File: config.mk
export PLATFORM = sky130hd
export DESIGN_NAME = mem_arbiter
export DESIGN_NICKNAME = d
export VERILOG_FILES = /design/src/rtl/mem_arbiter.sv
export SDC_FILE = /design/constraint.sdc
export NUM_CORES = 1
export LEC_CHECK = 0
export BUFFER_PORTS_ARGS = -buffer_cell sky130_fd_sc_hd__buf_4
export CAP_MARGIN = 20
export CORE_MARGIN = 2
export CORE_UTILIZATION = 50
export CTS_BUF_LIST = sky130_fd_sc_hd__clkbuf_4 sky130_fd_sc_hd__clkbuf_8
export DETAILED_ROUTE_END_ITERATION = 6
export PLACE_DENSITY = 0.85
export SKIP_CTS_REPAIR_TIMING = 1
export SYNTH_ARGS = -nofsm -noshare
export SYNTH_HDL_FRONTEND = slang
export SYNTH_SLANG_ARGS = --single-unit
File: constraint.sdc
create_clock -name clk_in -period 6.1 [get_ports clk_in]
set_clock_uncertainty 0.1 [all_clocks]
set_input_delay 0.305 -clock clk_in [delete_from_list [all_inputs] [get_ports clk_in]]
set_output_delay 0.305 -clock clk_in [all_outputs]
set_load 0.005 [all_outputs]
File: src/rtl/mem_arbiter.sv
// mem_arbiter: byte-serial memory bus shared by instruction fetch and data load/store
module mem_arbiter (
    input  logic        clk_in,
    input  logic        rst_in,
    input  logic        rdy_in,
    input  logic        if_req_in,
    input  logic [31:0] if_addr_in,
    input  logic        if_flush_in,
    output logic        if_done_out,
    output logic [31:0] if_inst_out,
    input  logic        rd_req_in,
    input  logic        wr_req_in,
    input  logic [31:0] d_addr_in,
    input  logic [31:0] d_wdata_in,
    input  logic [1:0]  d_size_in,
    output logic        d_done_out,
    output logic [31:0] d_rdata_out,
    input  logic [7:0]  mem_din,
    output logic [7:0]  mem_dout,
    output logic [31:0] mem_a,
    output logic        mem_wr,
    input  logic        io_buffer_full,
    output logic        busy_out
);
    typedef enum logic [1:0] {IDLE, IF_RD, D_RD, D_WR} state_t;
    state_t state, state_nxt;
    logic [2:0] icnt, icnt_nxt, ccnt, ccnt_nxt, n, n_nxt, cur_n, idx;
    logic [1:0] v, v_nxt;
    logic [31:0] base, base_nxt, wdata, wdata_nxt, data, data_nxt, a_q, a_nxt;
    logic [31:0] cur_addr, cur_wdata, byte_a;
    logic [7:0] dout_q, dout_nxt;
    logic wr_q, wr_nxt, if_done_q, if_done_nxt, d_done_q, d_done_nxt;
    logic idle, take_d, take_if, is_wr, active, issue, blocked, cap, fin;
    assign idle      = state == IDLE;
    assign take_d    = idle && !(if_done_q || d_done_q) && (rd_req_in || wr_req_in);
    assign take_if   = idle && !(if_done_q || d_done_q) && !take_d && if_req_in;
    assign is_wr     = idle ? take_d && wr_req_in : state == D_WR;
    assign cur_addr  = !idle ? base : take_d ? d_addr_in : if_addr_in;
    assign cur_n     = !idle ? n : !take_d ? 3'd4 : d_size_in[1] ? 3'd4 : d_size_in[0] ? 3'd2 : 3'd1;
    assign cur_wdata = idle ? d_wdata_in : wdata;
    assign idx       = idle ? 3'd0 : icnt;
    assign active    = take_d || take_if || (!idle && !(state == IF_RD && if_flush_in));
    assign issue     = active && idx < cur_n;
    assign byte_a    = cur_addr + {29'd0, idx};
    assign blocked   = issue && is_wr && byte_a[17:16] == 2'b11 && io_buffer_full;
    assign cap       = active && !is_wr && v[1];
    // A write is complete once its last byte has been held on the bus across an un-paused edge
    assign fin       = !idle && active && (is_wr ? icnt == n : cap && ccnt == n - 3'd1);
    always_ff @(posedge clk_in) begin
        if (rst_in)
            state <= IDLE;
        else if (rdy_in)
            state <= state_nxt;
    end
    always_comb begin
        state_nxt = take_d ? (wr_req_in ? D_WR : D_RD) : take_if ? IF_RD : (!active || fin) ? IDLE : state;
    end
    always_comb begin
        a_nxt       = issue ? byte_a : 32'd0;
        wr_nxt      = issue && is_wr && !blocked;
        dout_nxt    = !(issue && is_wr) ? 8'd0 :
                      idx[1] ? (idx[0] ? cur_wdata[31:24] : cur_wdata[23:16]) :
                               (idx[0] ? cur_wdata[15:8]  : cur_wdata[7:0]);
        icnt_nxt    = (!active || fin) ? 3'd0 : idx + {2'd0, issue && !blocked};
        ccnt_nxt    = (!active || fin) ? 3'd0 : ccnt + {2'd0, cap};
        v_nxt       = (!active || fin) ? 2'd0 : {v[0], issue && !is_wr};
        n_nxt       = cur_n;
        base_nxt    = cur_addr;
        wdata_nxt   = cur_wdata;
        if_done_nxt = fin && state == IF_RD;
        d_done_nxt  = fin && state != IF_RD;
        data_nxt    = (take_d || take_if) ? 32'd0 : data;
        if (cap)
            data_nxt[{ccnt[1:0], 3'b000} +: 8] = mem_din;
    end
    always_ff @(posedge clk_in) begin
        if (rst_in) begin
            icnt <= '0; ccnt <= '0; v <= '0; n <= '0; base <= '0; wdata <= '0; data <= '0;
            a_q <= '0; wr_q <= 1'b0; dout_q <= '0; if_done_q <= 1'b0; d_done_q <= 1'b0;
        end else if (rdy_in) begin
            icnt <= icnt_nxt; ccnt <= ccnt_nxt; v <= v_nxt; n <= n_nxt; base <= base_nxt;
            wdata <= wdata_nxt; data <= data_nxt; a_q <= a_nxt; wr_q <= wr_nxt; dout_q <= dout_nxt;
            if_done_q <= if_done_nxt; d_done_q <= d_done_nxt;
        end else begin
            // Bytes in flight are lost while paused, so rewind to the first one not yet captured/written
            icnt <= is_wr ? icnt - {2'd0, wr_q} : ccnt;
            v    <= 2'd0;
        end
    end
    assign mem_a       = a_q;
    assign mem_wr      = wr_q && rdy_in;
    assign mem_dout    = dout_q;
    assign busy_out    = !idle;
    assign if_done_out = if_done_q;
    assign d_done_out  = d_done_q;
    assign if_inst_out = if_done_q ? data : 32'd0;
    assign d_rdata_out = d_done_q ? data : 32'd0;
endmodule

Word-level counts from Yosys, hierarchy flattened:

Cells that the tools add are included.

* input bits: 114
* bits in registers: 152
* logic and storage cells: 95
* output and inout port bits: 108

* $lt $le $gt $ge: 1
* add/sub/neg operators: 6
* multiplexer cells: 28
* equality and inequality tests: 6
* shift operators: 2
* reductions and logical operators: 38
* bitwise operators: 1

Operators with widths (number)
* $mux 32: 8
* $add 32x3->32: 1
* $bwmux 32: 1
* $mux 8: 4
* $shift 8x7->32 const A: 1
* $shiftx 8x7->32: 1
* $mux 3: 8
* $logic_and 1x1->1: 22
* $mux 2: 4
* $logic_not 1->1: 7
* $neg 5->7: 1
* $add 3x1->3: 2
* $eq 3x3->1: 2
* $logic_or 1x1->1: 5
* $eq 2x2->1 const B: 2
* $lt 3x3->1: 1
* $mux 1: 3
* $reduce_bool 3->1: 1
* $reduce_or 3->1: 1
* $sub 3x1->3: 1
* $sub 3x1->3 const B: 1
* $eq 2x1->1 const B: 1
* $logic_not 2->1: 1
* $ne 2x1->1 const B: 1
* 2 further kinds: 2

Logic depth before layout (Yosys ltp):

Gate-level depths: netlist (run 1).

* word-level depth: 18
* gate-level depth with buffers: 25
* depth with buffers taken out: 19

Worst setup path before layout (run 1):

Ideal clock, no wire load.

* path kind: reg2reg
* start point: reg state[1]
* end point: reg icnt[2]
* clock period less this slack: 4.492 ns
* path slack: 1.608 ns
* arrival: 4.264 ns
* stages on the path, launching flop included: 25
* setup time: 0.128 ns
* path buffers: 6
* required time: 5.872 ns
* cells stage by stage: dfxtp_1 -> buf_2 -> nor2_2 -> buf_4 -> buf_6 -> buf_2 -> clkbuf_1 -> clkbuf_1 -> nor2_1 -> nor3_1 -> ha_1 -> a21o_1 -> a21oi_1 -> nor4_1 -> nand4_2 -> nor4_1 -> xor2_1 -> o211ai_1 -> and2_1 -> ha_1 -> ha_1 -> xnor2_1 -> nor3_1 -> a21oi_1 -> nor2_1

* elaborated cells on any way between the ends: 43
* those cells by class: add/sub: 2; order compare: 1; eq/ne: 3; mux: 10; reduce/logical: 27

RTL lines
* from (decl): RTL line 26 `state_t state, state_nxt;`
* from (signal assigned): RTL line 53 `state <= state_nxt;`
* $logic_not 2->1 *: RTL line 34 `assign idle = state == IDLE;`
* $logic_and 1x1->1 (2 in series): RTL line 35 `assign take_d = idle && !(if_done_q || d_done_q) && (rd_req_in || wr_req_in);`
* $mux 32: RTL line 38 `assign cur_addr = !idle ? base : take_d ? d_addr_in : if_addr_in;`
* $mux 32 *: RTL line 38
* net base_nxt[1]: RTL line 29 `logic [31:0] base, base_nxt, wdata, wdata_nxt, data, data_nxt, a_q, a_nxt;`
* $add 32x3->32 *: RTL line 44 `assign byte_a = cur_addr + {29'd0, idx};`
* $eq 2x2->1 *: RTL line 45 `assign blocked = issue && is_wr && byte_a[17:16] == 2'b11 && io_buffer_full;`
* $logic_and 1x1->1 * (2 in series): RTL line 45
* $logic_not 1->1 *: RTL line 64 `icnt_nxt = (!active || fin) ? 3'd0 : idx + {2'd0, issue && !blocked};`
* $logic_and 1x1->1 *: RTL line 64
* $add 3x1->3 *: RTL line 64
* $mux 3 *: RTL line 64
* $mux 3 *: RTL line 80 `end else if (rdy_in) begin`
* to (signal assigned): RTL line 81 `icnt <= icnt_nxt; ccnt <= ccnt_nxt; v <= v_nxt; n <= n_nxt; base <= base_nxt;`
* to (signal assigned): RTL line 86 `icnt <= is_wr ? icnt - {2'd0, wr_q} : ccnt;`
* to (decl): RTL line 27 `logic [2:0] icnt, icnt_nxt, ccnt, ccnt_nxt, n, n_nxt, cur_n, idx;`

The timed path passes the listed nets; every way through them passes the cells marked *.
A chain may end at the register's enable or synchronous reset.

Final worst setup path (run 1):

* start point: reg d_done_q, in the netlist d_done_out
* end point: reg icnt[2]

* elaborated cells on any way between the ends: 37
* those cells by class: add/sub: 2; order compare: 1; eq/ne: 1; mux: 9; reduce/logical: 24

RTL lines
* from (decl): RTL line 32 `logic wr_q, wr_nxt, if_done_q, if_done_nxt, d_done_q, d_done_nxt;`
* from (signal assigned): RTL line 83 `if_done_q <= if_done_nxt; d_done_q <= d_done_nxt;`
* $logic_or 1x1->1: RTL line 35
* $logic_not 1->1: RTL line 35
* $logic_and 1x1->1 (2 in series): RTL line 35
* $mux 32 (2 in series): RTL line 38
* net base_nxt[0]: RTL line 29
* $add 32x3->32: RTL line 44
* $eq 2x2->1: RTL line 45
* $logic_and 1x1->1 (2 in series): RTL line 45
* $logic_not 1->1: RTL line 64
* $logic_and 1x1->1: RTL line 64
* $add 3x1->3: RTL line 64
* $mux 3: RTL line 64
* $mux 3: RTL line 80

The timed path passes the listed nets, and every way through them passes these cells.

==> metrics.md, run 1 <==
| Metric | Value |
|---|---|
| Status | `complete, but fails checks` |
| Failing checks | `hold timing` |
| Cell mode on critical path | `ha_1` |
| Sequential share of the synthesized area | `38.4%` |
| Tot GR Track Use | `between 20% and 30%` |
| First-pass GRT wire length | `between 30000 and 40000 microns` |
| Ys flop type | `dfxtp_1` |
| Min Tclk post-route | `4.98 ns` |
| Routed WL per cell | `16.6 microns` |
| Synth top area share | `38.4%` |
| Vias | `7812` |
| Core footprint | `15700 sq um` |
| Root buf cell | `clkbuf_8` |
| Vias/cell | `around 5.6` |
| Die H | `130 microns` |
| Buf/Inv on CP | `0` |
| Synth unique cells | `between 60 and 70` |
| Average size of a mapped cell | `8.22 sq um` |
| Final period util | `81.6%` |
| R2r endpoint | `icnt[2]$_SDFF_PP0_` |
| Design area | `10300 sq um` |
| CTS tree | `yes` |
| Endpoint class of the critical path | `register` |
| Initial Utilization | `50.6%` |
| Most common cell after layout, fill and taps aside | `buf_4` |
| Post-synthesis async set-or-reset flop share | `0%` |
| Worst hold slack | `-0.00588 ns` |
| Share of layout cells above drive strength 1 | `around 25%` |
| Cell type group with the largest total delay on the critical path | `simple AND/OR/NAND/NOR gates` |
| Synthesized instance count | `about 960` |
| Initial antenna violation count | `0` |
| Global placer's final weighted congestion | `0.864` |
| Ports | `between 200 and 250` |
| Dpl cells | `1342` |
| Bufs on Longest Clock Path | `2` |
| Total grt overflow | `0` |
| Tot Pwr | `2.44 mW` |
| Worst-Margin Slew | `1.08 ns` |
| Number of synthesized flops with an enable pin | `0` |
| Post-layout nets | `about 1300` |
| Non-filler cells, final | `~1400` |
| Port Buffers | `between 200 and 250` |
| WP data arrival | `about 5.2 ns` |
| Setup violators final | `0` |
| Synthesized Nets | `1096` |
| Fmax | `~200 MHz` |
| Max-cap violations | `0` |
| HP Start | `d_wdata_in[24]` |
| Total die area | `16900 sq um` |
| Crit-path max cell delay | `0.74 ns` |
| Max IR drop VDD | `0.000136 V` |
| Overall die width | `approximately 130 microns` |
| Final core occ | `65.6%` |
| Worst r2r path cells | `19` |
| Final ANT Viol Nets | `0` |
| Final setup margin | `1.12 ns` |
| Standard-cell rows | `46` |
| Number of synthesized register bits | `152` |
| Max-slew headroom | `27.6%` |
| Mapped cell area | `7920 sq um` |
| Max H-tree Level | `4` |
| Worst-path maximum fanout | `38` |
| Leak pwr | `4.48 nW` |
| Worst reg2reg startpoint | `d_done_out$_SDFFE_PP0P_` |
| Hpwl dp | `around 16000 microns` |
| CTS Buf Count | `17` |
| Worst-Skew Late Latency | `between 0.4 and 0.5 ns` |
| Final hold viol count | `2` |
| Drt drc | `0` |
| Synth top area cells | `dfxtp_1 38%, nand2_1 7.0%, nor2_1 6.2%` |
| Dpl ws | `1.15 ns` |
| Pin count of the biggest net entering global routing | `67` |
| Cells on Worst Hold Path | `3` |
| Vias in the first global route | `6954` |
| Crit-path cells | `or4_4, nor2_8, nand2_1, a31oi_1, ha_1, a21o_1, a21oi_1, nor4_1, nand4_2, nor4_1, xor2_1, o211ai_1, and2_1, ha_1, ha_1, xnor2_1, nor3_1, a21oi_1, nor2_1` |
| Worst-path clk slew | `0.08 ns` |
| Fin. max-slew vios | `0` |
| Clk sink count | `152` |
| Power density cells | `between 200 and 250 nW/um^2` |
| Area growth from synthesis to layout | `29.6%` |
| WL final | `23200 microns` |
| RSZ-0062 raised after global routing | `false` |
| Drt first pass iters | `5` |
| Area after DPL | `9600 sq um` |
| Worst hold-check path type | `primary input to register` |
| Synth warn | `0` |
| Crit start category | `register` |
| Setup TNS | `0 ns` |
| Most frequent cells in the layout | `226 x buf_4, 152 x dfxtp_1, 147 x nand2_1, 128 x nor2_1, 70 x and2_1` |
| Crit path required time | `between 6 and 7 ns` |
| Iteration-0 DRC Markers | `roughly 600` |
| Critical Setup Path Class | `register to register` |
| Largest area contributor in the netlist | `dfxtp_1` |
| R2R Setup Slk | `1.12 ns` |
| Worst Hold Path EP | `wdata[24]$_SDFFE_PP0P_` |
| Critical path's slowest cell | `or4_4` |
where the power goes:
part / switching [mW] / internal, mW / leakage [nW]
Clock: 0.371 / 0.346 / 0.191
Combinational: 0.348 / 0.261 / 3.05
Sequential: 0.0505 / 1.06 / 1.24
Total: 0.770 / 1.67 / 4.48
worst min-delay path: cells and delay by family:
family	cells	cell delay (ns)
AOI/OAI and AO/OA	1	0.05
buffers and inverters	1	0.11
and+or+nand+nor	1	0.05
Yosys cell counts (4+ instances only):
library cell / number
dfxtp_1: 152
nand2_1: 147
nor2_1: 130
and2_1: 70
clkbuf_1: 44
a21oi_1: 43
mux2i_1: 38
a22oi_1: 36
o21ai_0: 34
inv_1: 25
xor2_1: 25
nand3_1: 23
ha_1: 17
a31oi_1: 16
o21ai_1: 16
xnor2_1: 13
nand4_1: 10
nor3_1: 10
buf_2: 9
mux4_2: 7
a211oi_1: 6
a221oi_2: 6
a22o_1: 6
o211ai_1: 6
and4_1: 4
buf_1: 4
nand2b_1: 4
layout make-up:
cell class / count / area (sq um)
fill: 1314 / 5390
multi-input combinational: 722 / 4490
sequential: 152 / 3040
timing repair buffer: 252 / 1990
clock buffer: 24 / 324
tap: 216 / 270
inverter: 26 / 97.6
clock inverter: 6 / 40.0
antenna: 1 / 2.50
registers in the layout, indices dropped and copies added (netlist names):
signal       flops
mem_dout         8
n                3
base            32
wdata           32
wr_q             1
d_done_out       1
mem_a           32
state            2
data            32
ccnt             3
v                2
icnt             3
if_done_out      1
layer usage:
| layer | part of all wire [%] | track usage (%) | vias to the layer above |
|---|---|---|---|
| met5 | 0 | 0 | - |
| met3 | 7.7 | 6.15 | 58 |
| met4 | 3.4 | 12.3 | 0 |
| li1 | - | - | 3728 |
| met2 | 48 | 43.2 | 380 |
| met1 | 41 | 31.8 | 3646 |
cells by family after synthesis:
| group | count (synthesis) | share of synthesized area [%] |
|---|---|---|
| buffers and inverters | 90 | 5.04 |
| and+or+nand+nor | 430 | 26.0 |
| DFF | 152 | 38.4 |
| xor gates and xnor gates | 38 | 4.20 |
| AOI/OAI and AO/OA | 191 | 16.6 |
| muxes | 45 | 6.79 |
| adders and majority gates | 18 | 2.94 |
worst max path at each step:
stage / from / endpoint / slack (ns) / cells past startpoint
floorplan: state[1]$_SDFFE_PP0P_ / icnt[2]$_SDFF_PP0_ / 1.61 / 24
global placement: d_done_out$_SDFFE_PP0P_ / icnt[2]$_SDFF_PP0_ / 1.33 / 19
detailed placement: d_done_out$_SDFFE_PP0P_ / icnt[2]$_SDFF_PP0_ / 1.15 / 19
CTS: d_done_out$_SDFFE_PP0P_ / icnt[2]$_SDFF_PP0_ / 1.11 / 19
global route: d_done_out$_SDFFE_PP0P_ / icnt[2]$_SDFF_PP0_ / 0.66 / 19
finish: d_done_out$_SDFFE_PP0P_ / icnt[2]$_SDFF_PP0_ / 1.12 / 19
(Power assumes the default switching activity.)
==> run 2, diff against run 1 <==
- CORE_UTILIZATION: 50 -> 49
- PLACE_DENSITY: 0.85 -> 0.87
- clock period: 6.1 -> 4.2 ns (I/O delays scaled with it)
==> run 2 against run 1 <==
The run now ends clean. Sequential share of layout area shrank 1.3 points. Via count is 3.8% higher. Combinational power rose by 59%. Count of clock-buffer cells in the layout fell by 2. Critical path depth did not move. Maximum frequency is 24% higher. Flip-flop and latch count stayed put. Critical endpoint unchanged.
==> metrics.md, run 2 (synthesis results as in run 1) <==
| Metric | Value |
|---|---|
| Bufs on Longest Clock Path | `2 (unchanged)` |
| Drt first pass iters | `5 (unchanged)` |
| Port Buffers | `221 (unchanged)` |
| Vias in the first global route | `7281 (was 6954)` |
| Crit start category | `register (unchanged)` |
| WP data arrival | `4.25 ns (was 5.22 ns)` |
| Final ANT Viol Nets | `0 (unchanged)` |
| Area growth from synthesis to layout | `35.5% (was 29.6%)` |
| CTS Buf Count | `17 (unchanged)` |
| Worst hold slack | `0.00564 ns (was -0.00588 ns)` |
| Ports | `222 (unchanged)` |
| Final hold viol count | `0 (was 2)` |
| Worst hold-check path type | `primary input to register (unchanged)` |
| Dpl ws | `0.00000266 ns (was 1.15 ns)` |
| Total die area | `17200 sq um (was 16900 sq um)` |
| Min Tclk post-route | `4.03 ns (was 4.98 ns)` |
| Final period util | `95.8% (was 81.6%)` |
| WL final | `24800 microns (was 23200 microns)` |
| Power density cells | `353 nW/um^2 (was 238 nW/um^2)` |
| Max H-tree Level | `4 (unchanged)` |
| Worst-Margin Slew | `0.966 ns (was 1.08 ns)` |
| Max-slew headroom | `35.1% (was 27.6%)` |
| Fin. max-slew vios | `0 (unchanged)` |
| Setup TNS | `0 ns (unchanged)` |
| Core footprint | `15800 sq um (was 15700 sq um)` |
| Clk sink count | `152 (unchanged)` |
| Leak pwr | `4.70 nW (was 4.48 nW)` |
| Total grt overflow | `0 (unchanged)` |
| Die H | `131 microns (was 130 microns)` |
| First-pass GRT wire length | `36800 microns (was 34300 microns)` |
| Tot Pwr | `3.79 mW (was 2.44 mW)` |
| Endpoint class of the critical path | `register (unchanged)` |
| Pin count of the biggest net entering global routing | `66 (was 67)` |
| Most frequent cells in the layout | `250 x buf_4, 151 x dfxtp_1, 146 x nand2_1, 128 x nor2_1, 70 x and2_1 (was 226 x buf_4, 152 x dfxtp_1, 147 x nand2_1, 128 x nor2_1, 70 x and2_1)` |
| Overall die width | `131 microns (was 130 microns)` |
| Worst-path maximum fanout | `5 (was 38)` |
| Worst-path clk slew | `0.09 ns (was 0.08 ns)` |
| HP Start | `rd_req_in (was d_wdata_in[24])` |
| Post-layout nets | `1343 (was 1303)` |
| Share of layout cells above drive strength 1 | `27.1% (was 24.9%)` |
| Root buf cell | `clkbuf_8 (unchanged)` |
| Drt drc | `0 (unchanged)` |
| Global placer's final weighted congestion | `0.936 (was 0.864)` |
| Non-filler cells, final | `1441 (was 1399)` |
| Status | `finished, final reports clean (was complete, but fails checks)` |
| Final setup margin | `0.175 ns (was 1.12 ns)` |
| Vias | `8105 (was 7812)` |
| Crit path required time | `4.43 ns (was 6.34 ns)` |
| Most common cell after layout, fill and taps aside | `buf_4 (unchanged)` |
| Design area | `10700 sq um (was 10300 sq um)` |
| Hpwl dp | `16800 microns (was 15800 microns)` |
| Max IR drop VDD | `0.000257 V (was 0.000136 V)` |
| Routed WL per cell | `17.2 microns (was 16.6 microns)` |
| Initial antenna violation count | `1 (was 0)` |
| Standard-cell rows | `46 (unchanged)` |
| Dpl cells | `1363 (was 1342)` |
| Filler instances | `1184 (was 1314)` |
| Tot GR Track Use | `26.2% (was 25.9%)` |
| Worst reg2reg startpoint | `if_done_out$_SDFFE_PP0P_ (was d_done_out$_SDFFE_PP0P_)` |
| Worst setup path start | `if_done_out$_SDFFE_PP0P_ (was d_done_out$_SDFFE_PP0P_)` |
| Area after DPL | `9770 sq um (was 9600 sq um)` |
| Iteration-0 DRC Markers | `675 (was 599)` |
| Worst-Skew Late Latency | `0.45 ns (was 0.46 ns)` |
| Setup violators final | `0 (unchanged)` |
| Vias/cell | `5.62 (was 5.58)` |
| Fmax | `248 MHz (was 201 MHz)` |
| Final core occ | `67.8% (was 65.6%)` |
| Initial Utilization | `50.0% (was 50.6%)` |
| Critical Setup Path Class | `register to register (unchanged)` |
| CTS tree | `yes (unchanged)` |
| Max-cap violations | `0 (unchanged)` |
## run 2: cell count changes in the layout (fill, tap and decap cells not counted), sizes merged
cell         before  now
buf             228  252
bufinv            0    3
clkinvlp          1    3
dlygate4sd3      24   40
inv              27   26
clkbuf           24   22
## run 2: final cells by class
cell class	instances	area, sq um	area share [%]
Antenna cell	1	2.50	0.0233
Clock buffer	22	290	2.70
Clock inverter	10	144	1.34
Inverter	26	97.6	0.909
Multi-Input combinational cell	722	4560	42.5
Sequential cell	152	3050	28.4
Tap cell	216	270	2.52
Timing Repair Buffer	292	2320	21.7
## run 2: path summary, 6_finish.rpt
check | to | slack (ns) | cells past startpoint
worst max-delay path | icnt[2]$_SDFF_PP0_ | 0.17 | 19
worst min-delay path | state[0]$_SDFFE_PP0P_ | 0.006 | 4
worst max register to register | icnt[2]$_SDFF_PP0_ | 0.17 | 19
worst min register to register | mem_a[29]$_SDFFE_PP0P_ | 0.35 | 2
## run 2: where the power goes
part	switching, mW	internal (mW)
logic	0.548	0.421
registers	0.0592	1.54
clock network	0.567	0.651
## run 2: layer usage
metal  vias to the layer above  global-route usage, %  share of wire, %
met5                         -                      0                 0
met2                       437                   45.0                49
met4                         0                   9.72               3.5
met3                        81                   6.21               8.4
li1                       3803                      -                 -
met1                      3784                   32.0                39
## run 2: worst max-delay path: stages (launching register included)
cell	delay (ns)
dfxtp_4	0.37
or4_4	0.57
nor2_8	0.11
nand2_1	0.07
a31oi_2	0.21
ha_2	0.22
inv_1	0.05
fa_2	0.34
inv_1	0.06
a21o_1	0.17
nor4b_4	0.32
and3_4	0.25
o211ai_1	0.12
and2_1	0.18
ha_1	0.18
ha_2	0.18
xnor2_2	0.13
nor3_2	0.05
a21oi_1	0.15
nor2_1	0.05
